File: config.mk
export PLATFORM = sky130hd
export DESIGN_NAME = ucom_rom_loader
export DESIGN_NICKNAME = d
export VERILOG_FILES = /design/src/rtl/ucom_pkg.sv /design/src/rtl/ucom_rom_loader.sv
export SDC_FILE = /design/constraint.sdc
export NUM_CORES = 1
export LEC_CHECK = 0
export BUFFER_PORTS_ARGS = -buffer_cell sky130_fd_sc_hd__buf_2
export CAP_MARGIN = 20
export CELL_PAD_IN_SITES_DETAIL_PLACEMENT = 1
export CELL_PAD_IN_SITES_GLOBAL_PLACEMENT = 1
export CORE_MARGIN = 1.5
export CORE_UTILIZATION = 43
export CTS_CLUSTER_SIZE = 8
export DETAILED_ROUTE_END_ITERATION = 12
export GPL_ROUTABILITY_DRIVEN = 0
export GPL_TIMING_DRIVEN = 0
export PLACE_DENSITY = 0.86
export SLEW_MARGIN = 25
export SYNTH_ARGS = -nofsm -noshare
export SYNTH_HDL_FRONTEND = slang
export SYNTH_SLANG_ARGS = --single-unit
File: constraint.sdc
create_clock -name clk -period 3.8 [get_ports clk]
set_clock_uncertainty 0.2 [all_clocks]
set_input_delay 0.57 -clock clk [delete_from_list [all_inputs] [get_ports clk]]
set_output_delay 0.57 -clock clk [all_outputs]
set_load 0.005 [all_outputs]
File: src/rtl/ucom_pkg.sv
// Shared definitions for the microcontroller ROM loader: the FSM state
// encoding and the default complete-image size.
package ucom_pkg;

    localparam int ROM_SIZE_DEF = 2048;
    localparam int COUNT_W      = 12;

    localparam logic [COUNT_W-1:0] COUNT_MAX = '1;

    typedef enum logic [2:0] {
        ST_IDLE = 3'd0,
        ST_LOAD = 3'd1,
        ST_HOLD = 3'd2,
        ST_RUN  = 3'd3,
        ST_ERR  = 3'd4
    } ucom_state_t;

endpackage

File: src/rtl/ucom_rom_loader.sv
// Streams a downloaded ROM image into the core's ROM write port and holds the
// core CPU in reset until a complete image has been loaded.
//
// state | meaning
// IDLE  | after reset, no download seen yet, core held in reset
// LOAD  | download in progress, bytes are written and counted
// HOLD  | image complete or soft reset, core held for HOLD_CYCLES
// RUN   | core released
// ERR   | last download was short, core held until a new download
module ucom_rom_loader
    import ucom_pkg::*;
#(
    parameter int ROM_SIZE    = ROM_SIZE_DEF,
    parameter int HOLD_CYCLES = 16
) (
    input  logic        clk,
    input  logic        reset,
    input  logic        dl_active,
    input  logic        dl_wr,
    input  logic [15:0] dl_addr,
    input  logic [7:0]  dl_data,
    input  logic        soft_rst,
    output logic        rom_init,
    output logic [11:0] rom_init_addr,
    output logic [7:0]  rom_init_data,
    output logic        cpu_reset,
    output logic        load_ok,
    output logic        load_err,
    output logic        addr_ovf,
    output logic [15:0] checksum
);

    localparam int HOLD_W = (HOLD_CYCLES > 1) ? $clog2(HOLD_CYCLES) : 1;
    localparam logic [HOLD_W-1:0]  HOLD_LOAD  = HOLD_W'(HOLD_CYCLES - 1);
    localparam logic [COUNT_W-1:0] COUNT_FULL = COUNT_W'(ROM_SIZE);

    ucom_state_t        r_state;
    ucom_state_t        w_state_next;
    logic               r_dl_active_q;
    logic               r_rom_init;
    logic [11:0]        r_rom_init_addr;
    logic [7:0]         r_rom_init_data;
    logic [COUNT_W-1:0] r_count;
    logic [15:0]        r_checksum;
    logic               r_addr_ovf;
    logic               r_load_ok;
    logic               r_load_err;
    logic [HOLD_W-1:0]  r_hold;

    logic w_in_range;
    logic w_dl_rise;
    logic w_accept;
    logic w_ovf_strobe;
    logic w_hold_load;
    logic w_set_ok;
    logic w_set_err;

    assign w_in_range   = ({16'd0, dl_addr} < 32'(ROM_SIZE));
    assign w_dl_rise    = dl_active & ~r_dl_active_q;
    assign w_accept     = dl_active & dl_wr & w_in_range;
    assign w_ovf_strobe = dl_active & dl_wr & ~w_in_range;

    always_ff @(posedge clk) begin
        if (reset) begin
            r_state <= ST_IDLE;
        end else begin
            r_state <= w_state_next;
        end
    end

    // A new download overrides every state, including an in-progress hold.
    always_comb begin
        w_state_next = r_state;
        w_hold_load  = 1'b0;
        w_set_ok     = 1'b0;
        w_set_err    = 1'b0;
        if (w_dl_rise) begin
            w_state_next = ST_LOAD;
        end else begin
            case (r_state)
                ST_IDLE: ;
                ST_LOAD: begin
                    if (!dl_active) begin
                        if (r_count == COUNT_FULL) begin
                            w_state_next = ST_HOLD;
                            w_hold_load  = 1'b1;
                        end else begin
                            w_state_next = ST_ERR;
                            w_set_err    = 1'b1;
                        end
                    end
                end
                ST_HOLD: begin
                    if (soft_rst) begin
                        w_hold_load = 1'b1;
                    end else if (r_hold == '0) begin
                        w_state_next = ST_RUN;
                        w_set_ok     = 1'b1;
                    end
                end
                ST_RUN: begin
                    if (soft_rst) begin
                        w_state_next = ST_HOLD;
                        w_hold_load  = 1'b1;
                    end
                end
                ST_ERR: ;
                default: w_state_next = ST_IDLE;
            endcase
        end
    end

    always_ff @(posedge clk) begin
        if (reset) begin
            r_dl_active_q   <= 1'b0;
            r_rom_init      <= 1'b0;
            r_rom_init_addr <= '0;
            r_rom_init_data <= '0;
            r_count         <= '0;
            r_checksum      <= '0;
            r_addr_ovf      <= 1'b0;
            r_load_ok       <= 1'b0;
            r_load_err      <= 1'b0;
            r_hold          <= '0;
        end else begin
            r_dl_active_q <= dl_active;
            r_rom_init    <= w_accept;
            if (w_accept) begin
                r_rom_init_addr <= {1'b0, dl_addr[10:0]};
                r_rom_init_data <= dl_data;
            end

            // A byte arriving with the rising edge starts the new tally.
            if (w_dl_rise) begin
                r_count    <= w_accept ? COUNT_W'(1) : '0;
                r_checksum <= w_accept ? {8'd0, dl_data} : '0;
                r_addr_ovf <= w_ovf_strobe;
                r_load_ok  <= 1'b0;
                r_load_err <= 1'b0;
            end else begin
                if (w_accept) begin
                    r_checksum <= r_checksum + {8'd0, dl_data};
                    if (r_count != COUNT_MAX) begin
                        r_count <= r_count + COUNT_W'(1);
                    end
                end
                if (w_ovf_strobe) r_addr_ovf <= 1'b1;
                if (w_set_ok)     r_load_ok  <= 1'b1;
                if (w_set_err)    r_load_err <= 1'b1;
            end

            if (w_hold_load) begin
                r_hold <= HOLD_LOAD;
            end else if (r_state == ST_HOLD && r_hold != '0) begin
                r_hold <= r_hold - HOLD_W'(1);
            end
        end
    end

    assign rom_init      = r_rom_init;
    assign rom_init_addr = r_rom_init_addr;
    assign rom_init_data = r_rom_init_data;
    assign cpu_reset     = (r_state != ST_RUN);
    assign load_ok       = r_load_ok;
    assign load_err      = r_load_err;
    assign addr_ovf      = r_addr_ovf;
    assign checksum      = r_checksum;

endmodule

==> summary.md <==
| Metric | Value |
|---|---|
| Drt drc | 0 |
| Post-Route Setup TNS | 0 ns |
| Crit path launch | dl_addr[14] |
| Yosys top cell by area | dfxtp_1 |
| Initial antenna violation count | 0 |
| First-pass GRT wire length | 15830 um |
| Syn_nets | 416 |
| Synth Flop Type | dfxtp_1 |
| I/O Buffers | 66 |
| Top-area cell type share of the netlist area | 37.71% |
| Multi-input logic area | 1805 um2 |
| Reg-to-reg critical path startpoint | r_count[4] |
| Reg2reg end | r_count[0] |
| Grt met1 use | 34.10% |
| Rel. slew slack | 30.71% |
| Minimum clock period | 2.797 ns |
| Pre-CTS setup slack | 0.7259 ns |
| R2R setup slack | 1.30 ns |
| H-tree Lvls | 3 |
| DR iter-0 viols | 170 |
| DRT Pass-1 Iters | 4 |
| Design Power | 1.294 mW |
| Flops & latches, synth | 59 |
| Post-CTS sizing | 0 |
| Grt met2 use | 43.16% |
| Yosys Warn Count | 0 |
| Worst Path Max Fanout | 10 |
| Number of fill cells | 894 |
| Register area share after synthesis | 37.71% |
| DPL Wire Length | 7286 um |
| Min-delay worst type | reg -> reg |
| Post-Syn Area | 3132 um2 |
| Final Non-Filler Cells | 553 |
| Core Util, Final | 54.66% |
| Root Buffer | clkbuf_8 |
| Ys async rst share | 0% |
| PnR worst setup slack | 1.003 ns |
| Fin. max-slew vios | 0 |
| Rows | 30 |
| Area Overhead vs Synth | 20.54% |
| WP data arrival | 2.80 ns |
| Cell Pwr Density | 342.7 nW/um2 |
| Routed length per placed instance | 18.10 um |
| Fin crit share | 73.60% |
| Share of cells above drive strength 1 | 21.66% |
| Clock slew seen by the registers of the worst setup and hold paths | 0.07 ns |
| Core area | 6907 um2 |
| Post-synth EDFFs | 0 |
| Longest Clk Path Bufs | 2 |
| ANT cells | 0 |
| Worst Setup EP | r_count[2] |
| Cells after Synth | 375 |
| Top post-synthesis cells by area | dfxtp_1 38%, nand2_1 7.2%, a21oi_1 5.9%, ha_1 4.4%, mux2i_1 3.5% |
| Die width | 88.34 um |
| RSZ-0062 raised after global routing | false |
| Peak supply drop | 138.6 uV |
| Cell Area, Placed | 3582 um2 |
| Critical path class | in -> reg |
| Register area | 1181 um2 |
| Max-cap check violation count | 0 |
| Syn Area/Cell | 8.351 um2 |
| Clock sinks | 59 |
| Max Freq | 0.3576 GHz |
| Hold buffers post-CTS | 0 |
| Total gr overflow | 0 |
| Total GRT Usage | 26.76% |
| Status | complete, no violations |
| Die H | 88.34 um |
| Nets@finish | 493 |
| Final instance area | 3775 um2 |
| I/O pins | 70 |
| Vias | 3195 |
| GR peak layer | met2 |
| Die footprint | 7804 um2 |
| Placed Cells | 537 |
| Crit path required time | 3.81 ns |
| Worst slew pin tran | 1.031 ns |
| Largest net degree at the start of global routing | 12 |
| Final hold violations | 0 |
| Reg2Reg Depth | 7 |
| Worst-Skew Late Latency | 0.34 ns |
| CTS tree | yes |
| ANT nets after route | 0 |
| Leakage Power | 1.526 nW |
| Tightest hold margin | 0.2448 ns |
| Netlist cell types | 59 |
| Final setup viols | 0 |
| CP Capture Type | flop |
| Critical Path Source Type | input pin |
| DR vias/cell | 5.778 |
| Vias in the first global route | 3208 |
| Initial Util | 45.34% |
| # Post-CTS Setup Buffers | 0 |
| Final wirelength | 10010 um |
| GR Util met3 | 6.063% |
| Cts bufs inserted | 9 |
-- per-layer routing --
metal / wire (um) / vias to the layer above
met5: 0 / -
met4: 195 / 0
met3: 568 / 22
met2: 4797 / 99
met1: 4447 / 1538
li1: - / 1536
-- cells in the final DEF, fill, tap and decap left out, types with 10 or more instances in the layout --
master,count
nor3_1,12
a21oi_1,37
clkbuf_8,10
buf_2,66
ha_1,11
clkbuf_1,17
nand2_1,60
inv_1,11
o21ai_0,14
dfxtp_1,59
mux2i_1,11
nor2_1,13
nand3_1,11
-- worst max-delay path, cell delays in order --
cell and delay (ns):
buf_2 0.11, nor4_2 0.89, nand2_1 0.32, clkbuf_1 0.36
o311ai_0 0.41, o41ai_1 0.14
-- where the power goes --
| part | switching, mW | internal (mW) | leakage [nW] |
|---|---|---|---|
| clock network | 0.269 | 0.300 | 0.0950 |
| logic | 0.0628 | 0.0360 | 0.956 |
| registers | 0.00399 | 0.622 | 0.476 |
-- cells in the mapped netlist (5+ instances only) --
| cell type | instances |
|---|---|
| nand2_1 | 60 |
| dfxtp_1 | 59 |
| inv_1 | 11 |
| ha_1 | 11 |
| or4_1 | 7 |
| nor2_1 | 13 |
| clkbuf_1 | 17 |
| or3_1 | 9 |
| o21ai_0 | 14 |
| o311ai_0 | 5 |
| nand3_1 | 11 |
| nor3_1 | 12 |
| mux2i_1 | 11 |
| a21oi_1 | 37 |
| a31oi_1 | 6 |
| o31ai_1 | 7 |
-- kinds of logic (layout without fill, tap and decap cells) --
logic type                 after synthesis  after routing  share of synthesized area (%)
buffers and inverters                   32            114                          4.634
other                                    1              1                         0.1197
muxes                                   14             14                          4.595
DFF                                     59             59                          37.71
and+or+nand+nor                        149            149                          24.97
xor gates and xnor gates                 4              4                          1.119
AOI/OAI and AO/OA                      104            104                          21.81
adders and majority gates               12             12                          5.034
-- layout make-up --
cell class | instances | share of cell area (%)
plain buffers | 21 | 2.751
multi-input cells | 284 | 47.83
inverters | 11 | 1.094
flip-flops and latches | 59 | 31.29
repair buffers | 66 | 8.750
clock buffers | 9 | 3.281
well taps | 96 | 3.182
clock inverters | 7 | 1.823
-- state kept, by name, summed over array words and instances, names as in the netlist, 3 cells and up --
| register | cells |
|---|---|
| r_state | 3 |
| r_hold | 4 |
| r_count | 12 |
| rom_init_data | 8 |
| checksum | 16 |
| rom_init_addr | 11 |
-- worst min-delay path by stage --
stage / startpoint / cells after the start / end / slack (ns)
6_report: load_ok / 2 / load_ok / 0.24
5_1_grt: dl_addr[9] / 3 / rom_init_addr[9] / 0.26
4_1_cts: load_ok / 2 / load_ok / 0.25
3_5_place_dp: load_ok / 2 / load_ok / 0.24
3_3_place_gp: load_ok / 2 / load_ok / 0.23
2_1_floorplan: load_ok / 2 / load_ok / 0.24
Power figures use the tool's default switching activity.
